File: src/rtl/wb_host_bridge.sv
// Single-byte request to Wishbone classic bridge for the jacaranda-8 core.
// One outstanding transfer; a timeout counter aborts cycles that never get acked.
module wb_host_bridge #(
    parameter int TIMEOUT = 255,
    parameter int CNT_W   = 8
) (
    input  logic        wb_clk_i,
    input  logic        wb_rst_i,
    input  logic        req_valid_i,
    output logic        req_ready_o,
    input  logic        req_we_i,
    input  logic [31:0] req_addr_i,
    input  logic [7:0]  req_wdata_i,
    output logic        rsp_valid_o,
    output logic [7:0]  rsp_rdata_o,
    output logic        rsp_err_o,
    output logic        wbm_cyc_o,
    output logic        wbm_stb_o,
    output logic        wbm_we_o,
    output logic [31:0] wbm_adr_o,
    output logic [31:0] wbm_dat_o,
    output logic [3:0]  wbm_sel_o,
    input  logic [31:0] wbm_dat_i,
    input  logic        wbm_ack_i,
    output logic [1:0]  dbg_state
);

    // Handshake: a request transfers on an edge where req_valid_i && req_ready_o;
    // the core holds the request until then. rsp_valid_o is a one-cycle strobe.

    typedef enum logic [1:0] {
        IDLE = 2'd0,
        BUS  = 2'd1,
        RESP = 2'd2
    } state_t;

    localparam logic [CNT_W-1:0] CNT_LAST = CNT_W'((TIMEOUT == 0) ? 0 : TIMEOUT - 1);

    state_t           state, state_nxt;
    logic [CNT_W-1:0] cnt, cnt_nxt;
    logic             ready_q, ready_nxt;
    logic             cyc_q, cyc_nxt;
    logic             we_q, we_nxt;
    logic [31:0]      adr_q, adr_nxt;
    logic [31:0]      dat_q, dat_nxt;
    logic [3:0]       sel_q, sel_nxt;
    logic [1:0]       lane_q, lane_nxt;
    logic             rsp_valid_q, rsp_valid_nxt;
    logic [7:0]       rdata_q, rdata_nxt;
    logic             err_q, err_nxt;

    always_ff @(posedge wb_clk_i) begin
        if (wb_rst_i) begin
            state       <= IDLE;
            cnt         <= '0;
            ready_q     <= 1'b1;
            cyc_q       <= 1'b0;
            we_q        <= 1'b0;
            adr_q       <= '0;
            dat_q       <= '0;
            sel_q       <= '0;
            lane_q      <= '0;
            rsp_valid_q <= 1'b0;
            rdata_q     <= '0;
            err_q       <= 1'b0;
        end else begin
            state       <= state_nxt;
            cnt         <= cnt_nxt;
            ready_q     <= ready_nxt;
            cyc_q       <= cyc_nxt;
            we_q        <= we_nxt;
            adr_q       <= adr_nxt;
            dat_q       <= dat_nxt;
            sel_q       <= sel_nxt;
            lane_q      <= lane_nxt;
            rsp_valid_q <= rsp_valid_nxt;
            rdata_q     <= rdata_nxt;
            err_q       <= err_nxt;
        end
    end

    always_comb begin
        state_nxt     = state;
        cnt_nxt       = cnt;
        ready_nxt     = ready_q;
        cyc_nxt       = cyc_q;
        we_nxt        = we_q;
        adr_nxt       = adr_q;
        dat_nxt       = dat_q;
        sel_nxt       = sel_q;
        lane_nxt      = lane_q;
        rsp_valid_nxt = rsp_valid_q;
        rdata_nxt     = rdata_q;
        err_nxt       = err_q;

        case (state)
            IDLE: begin
                if (req_valid_i && ready_q) begin
                    ready_nxt = 1'b0;
                    cyc_nxt   = 1'b1;
                    we_nxt    = req_we_i;
                    adr_nxt   = {req_addr_i[31:2], 2'b00};
                    sel_nxt   = 4'b0001 << req_addr_i[1:0];
                    lane_nxt  = req_addr_i[1:0];
                    dat_nxt   = req_we_i ? {4{req_wdata_i}} : 32'd0;
                    cnt_nxt   = '0;
                    state_nxt = BUS;
                end
            end
            BUS: begin
                // Ack is checked first so an ack on the last allowed cycle still completes.
                if (wbm_ack_i) begin
                    cyc_nxt       = 1'b0;
                    we_nxt        = 1'b0;
                    rdata_nxt     = we_q ? 8'd0 : wbm_dat_i[{lane_q, 3'b000} +: 8];
                    err_nxt       = 1'b0;
                    rsp_valid_nxt = 1'b1;
                    state_nxt     = RESP;
                end else if ((TIMEOUT != 0) && (cnt == CNT_LAST)) begin
                    cyc_nxt       = 1'b0;
                    we_nxt        = 1'b0;
                    rdata_nxt     = 8'd0;
                    err_nxt       = 1'b1;
                    rsp_valid_nxt = 1'b1;
                    state_nxt     = RESP;
                end else begin
                    cnt_nxt = cnt + 1'b1;
                end
            end
            RESP: begin
                rsp_valid_nxt = 1'b0;
                ready_nxt     = 1'b1;
                state_nxt     = IDLE;
            end
            default: begin
                state_nxt = IDLE;
                ready_nxt = 1'b1;
                cyc_nxt   = 1'b0;
            end
        endcase
    end

    assign req_ready_o = ready_q;
    assign rsp_valid_o = rsp_valid_q;
    assign rsp_rdata_o = rdata_q;
    assign rsp_err_o   = err_q;
    assign wbm_cyc_o   = cyc_q;
    assign wbm_stb_o   = cyc_q;
    assign wbm_we_o    = we_q;
    assign wbm_adr_o   = adr_q;
    assign wbm_dat_o   = dat_q;
    assign wbm_sel_o   = sel_q;
    assign dbg_state   = state;

endmodule

File: config.mk
export PLATFORM = sky130hd
export DESIGN_NAME = wb_host_bridge
export DESIGN_NICKNAME = d
export VERILOG_FILES = /design/src/rtl/wb_host_bridge.sv
export SDC_FILE = /design/constraint.sdc
export NUM_CORES = 1
export LEC_CHECK = 0
export BUFFER_PORTS_ARGS = -buffer_cell sky130_fd_sc_hd__buf_2
export CAP_MARGIN = 0
export CORE_MARGIN = 2
export CORE_UTILIZATION = 47
export CTS_CLUSTER_SIZE = 25
export DETAILED_ROUTE_END_ITERATION = 10
export PLACE_DENSITY = 0.84
export SETUP_SLACK_MARGIN = 0.1
export SYNTH_ARGS = -nofsm -noshare
export SYNTH_HDL_FRONTEND = slang
export SYNTH_SLANG_ARGS = --single-unit
File: constraint.sdc
create_clock -name wb_clk_i -period 4.4 [get_ports wb_clk_i]
set_input_delay 0.22 -clock wb_clk_i [delete_from_list [all_inputs] [get_ports wb_clk_i]]
set_output_delay 0.22 -clock wb_clk_i [all_outputs]
set_load 0.05 [all_outputs]
==> results.toml <==
[floorplanning]
io_pins = 161
chipHeight_um = 82.2
floorplan.initialDensity = 0.485
die_area_um2 = 6760
die_width_um = 82.2
floorplan.rows = 28
core_area_um2 = 5920

[sta]
final.hold.worst_slack_ns = 0.120
report.final.hold_viol_count = 0
timing.final.max_slew_violations = 0
timing.max_slew.rel_slack = 0.306
final-setup-viol-count = 0
layout_worst_path_cycle_share = 0.500
tightestPinTransition_ns = 1.04
totalNegativeSetupSlack_ns = 0
fmax_mhz = 455
rsz0062_at_grt = "false"
period_needed_ns = 2.20
fin_skew_ns = 0.00656

[clocking]
clk_buf_depth = 2
post_cts_hold_buffer_count = 0
tritoncts.num_buffers = 9
worst_skew_pair_later_pin_latency_ns = 0.33
cts.repair_timing.setup_buffer_count = 0
clk_pin_slew_ns = 0.07
cts-htree-levels = 3
numClockSinks = 67
ctsRootBufferMaster = "sky130_fd_sc_hd__clkbuf_8"
post_cts.resized_instances = 0
tritoncts_clock_tree = "yes"

[synthesis]
edff_count_synth = 0
synth.yosys.warnings = 0
postSynthCellCount = 330
synth.lib_cells_used.distinct = 36
post_synthesis_area_per_instance_um2 = 8.71
synthTopCellsByCount = "80 x sky130_fd_sc_hd__nand2_1, 67 x sky130_fd_sc_hd__dfxtp_1, 48 x sky130_fd_sc_hd__a21oi_1, 27 x sky130_fd_sc_hd__buf_4, 11 x sky130_fd_sc_hd__nand3_1"
synth.yosys.seq_area_share = 0.467
synth_area_leader_cell = "sky130_fd_sc_hd__dfxtp_1"
synth-seq-cells = 67
synth_largest_type_area_fraction = 0.467
async_flop_share = 0
mappedNetlistArea_um2 = 2870
ys_dominant_reg_cell = "sky130_fd_sc_hd__dfxtp_1"
synth_area_leaders = "sky130_fd_sc_hd__dfxtp_1 47%, sky130_fd_sc_hd__nand2_1 10%, sky130_fd_sc_hd__a21oi_1 8.4%"
post-synth-top-count-cell = "sky130_fd_sc_hd__nand2_1"

[final_layout]
multi_input_comb_area_um2 = 1240
insertedDiodeCount = 0
drive_above_1_share = 0.401
nNetsFinal = 533
utilization = 0.622
fillCellCount = 542
register_area_um2 = 1340
area_growth_syn_to_layout_pct = 28.1
post-route-cell-area_um2 = 3680

[power_and_ir_drop]
p_per_area_nw_per_um2 = 412
power.static_leakage_nw = 1.74
p_total_mw = 1.52
maximum_ir_drop_on_the_vdd_rail_v = 0.000215

[hold_path]
worst_hold_startpoint = "req_addr_i[18]"
timing.hold.worst_endpoint = "wbm_adr_o[18]"
worstHoldPathCells = 3
tightest_hold_check_type = "in2reg"

[worst_setup_path]
criticalPathCategory = "reg2reg"
timing.critical_path.cells = "and4bb_2 > nor2_1 > o311ai_0 > o31ai_1"
rr_worst_depth = 4
cp_data_required_time_ns = 4.60
reg2reg_start = "dbg_state[0]"
critPathSlowestCell = "sky130_fd_sc_hd__and4bb_2"
cpPeakStageDelay_ns = 1.03
terminus_of_the_critical_flop_to_flop_path = "cnt[2]"
worstPathMaxFanout = 51
critical_path_arrival_ns = 2.40
regToRegSetupSlack_ns = 2.20
worst_setup_path_start_kind = "flip-flop"
cp-end-kind = "flip-flop"

[drt]
drt_first_iter_violations = 212
detail-route-antenna-nets = 0
routed_via_count_divided_by_cell_count = 5.18
remaining_drc_errors = 0
total_number_of_vias = 2767
post_drt_wl_per_cell_um = 13.6
routed_wirelength_mm = 7.28
firstDrtPassIters = 4

[global_routing]
antenna_found_initial = 0
met3_usage = 0.0457
grt.busiest_layer = "met2"
grt_use_met1 = 0.234
grt_util_met2 = 0.364
wire_length_of_the_first_global_routing_pass_mm = 10.7
pin_count_of_the_biggest_net_entering_global_routing = 60
first_global_vias = 2481
grt_use_total = 0.208
globalRoute.totalOverflow = 0

[place]
dpl_cell_area_um2 = 3490
finalWeightedCongestion = 0.856
numPortBuffers = 158
hpwl_mm = 5.25

[job]
max_cap_violations = 0

[status]
outcome = "completed"
[cell type report]
cell class | count | share of cell area
tap | 75 | 0.0255
timing repair buffer | 159 | 0.217
clock buffer | 15 | 0.0506
inverter | 4 | 0.00408
clock inverter | 1 | 0.00136
sequential | 67 | 0.364
multi-input combinational | 213 | 0.337
[layout by cell type, fill, tap and decap left out, types with 2 or more instances in the layout]
master / n
sky130_fd_sc_hd__a21oi_1: 48
sky130_fd_sc_hd__a22o_1: 8
sky130_fd_sc_hd__a31oi_1: 2
sky130_fd_sc_hd__buf_2: 158
sky130_fd_sc_hd__clkbuf_1: 2
sky130_fd_sc_hd__clkbuf_8: 13
sky130_fd_sc_hd__conb_1: 2
sky130_fd_sc_hd__dfxtp_1: 67
sky130_fd_sc_hd__ha_1: 2
sky130_fd_sc_hd__inv_1: 4
sky130_fd_sc_hd__mux4_2: 8
sky130_fd_sc_hd__nand2_1: 80
sky130_fd_sc_hd__nand3_1: 11
sky130_fd_sc_hd__nand3b_1: 2
sky130_fd_sc_hd__nand4_1: 3
sky130_fd_sc_hd__nor2_1: 10
sky130_fd_sc_hd__nor3_1: 3
sky130_fd_sc_hd__o21a_1: 4
sky130_fd_sc_hd__o21ai_0: 3
sky130_fd_sc_hd__o311ai_0: 3
sky130_fd_sc_hd__o31ai_1: 5
sky130_fd_sc_hd__or3_1: 6
sky130_fd_sc_hd__or4_1: 2
[power by group]
part | internal (mW) | total, mW | switching [mW]
clock network | 0.266 | 0.487 | 0.220
logic | 0.0992 | 0.362 | 0.263
registers | 0.642 | 0.670 | 0.0275
[state kept, by name, summed over array words and instances (netlist names)]
register     count
wbm_we_o         1
wbm_cyc_o        1
dbg_state        2
cnt              8
wbm_adr_o       30
wbm_dat_o        8
lane_q           2
rsp_rdata_o      8
rsp_err_o        1
req_ready_o      1
rsp_valid_o      1
wbm_sel_o        4
[through the flow]
stage / cells / worst slack (ns)
2_1_floorplan: 331 / 2.59
3_3_place_gp: 518 / 2.25
3_5_place_dp: 518 / 2.22
4_1_cts: 534 / 2.20
5_1_grt: 534 / 1.98
6_report: 534 / 2.20
[worst max-delay path, delay by kind of cell, from the launching register on]
family,cells,cell delay [ns]
AND/OR/NAND/NOR,2,1.35
flip-flops,1,0.38
AO/OA/AOI/OAI,2,0.33
[layer usage]
metal  vias up  share of wire
li1       1362              -
met1      1279           0.42
met2       116           0.49
met3        10          0.070
met4         0          0.019
met5         -              0
[cell families (layout without fill, tap and decap cells)]
group | Yosys count | count (layout) | share of synthesized area
compound gates | 77 | 77 | 0.161
fa+ha+maj | 2 | 2 | 0.00871
buf+inv | 51 | 179 | 0.104
flops | 67 | 67 | 0.467
mux | 9 | 9 | 0.0662
other cells | 1 | 2 | 0.00130
simple gates | 123 | 123 | 0.192
[worst max-delay path by stage]
stage / from / end / slack (ns) / cells past startpoint
after floorplan: dbg_state[0] / cnt[6] / 2.59 / 5
after global placement: dbg_state[0] / cnt[3] / 2.25 / 4
after detailed placement: dbg_state[0] / cnt[3] / 2.22 / 4
after CTS: dbg_state[0] / cnt[3] / 2.20 / 4
after global routing: dbg_state[0] / wbm_cyc_o / 1.98 / 4
final: dbg_state[0] / cnt[2] / 2.20 / 4
Note: power is estimated with default switching activity, not from simulation.
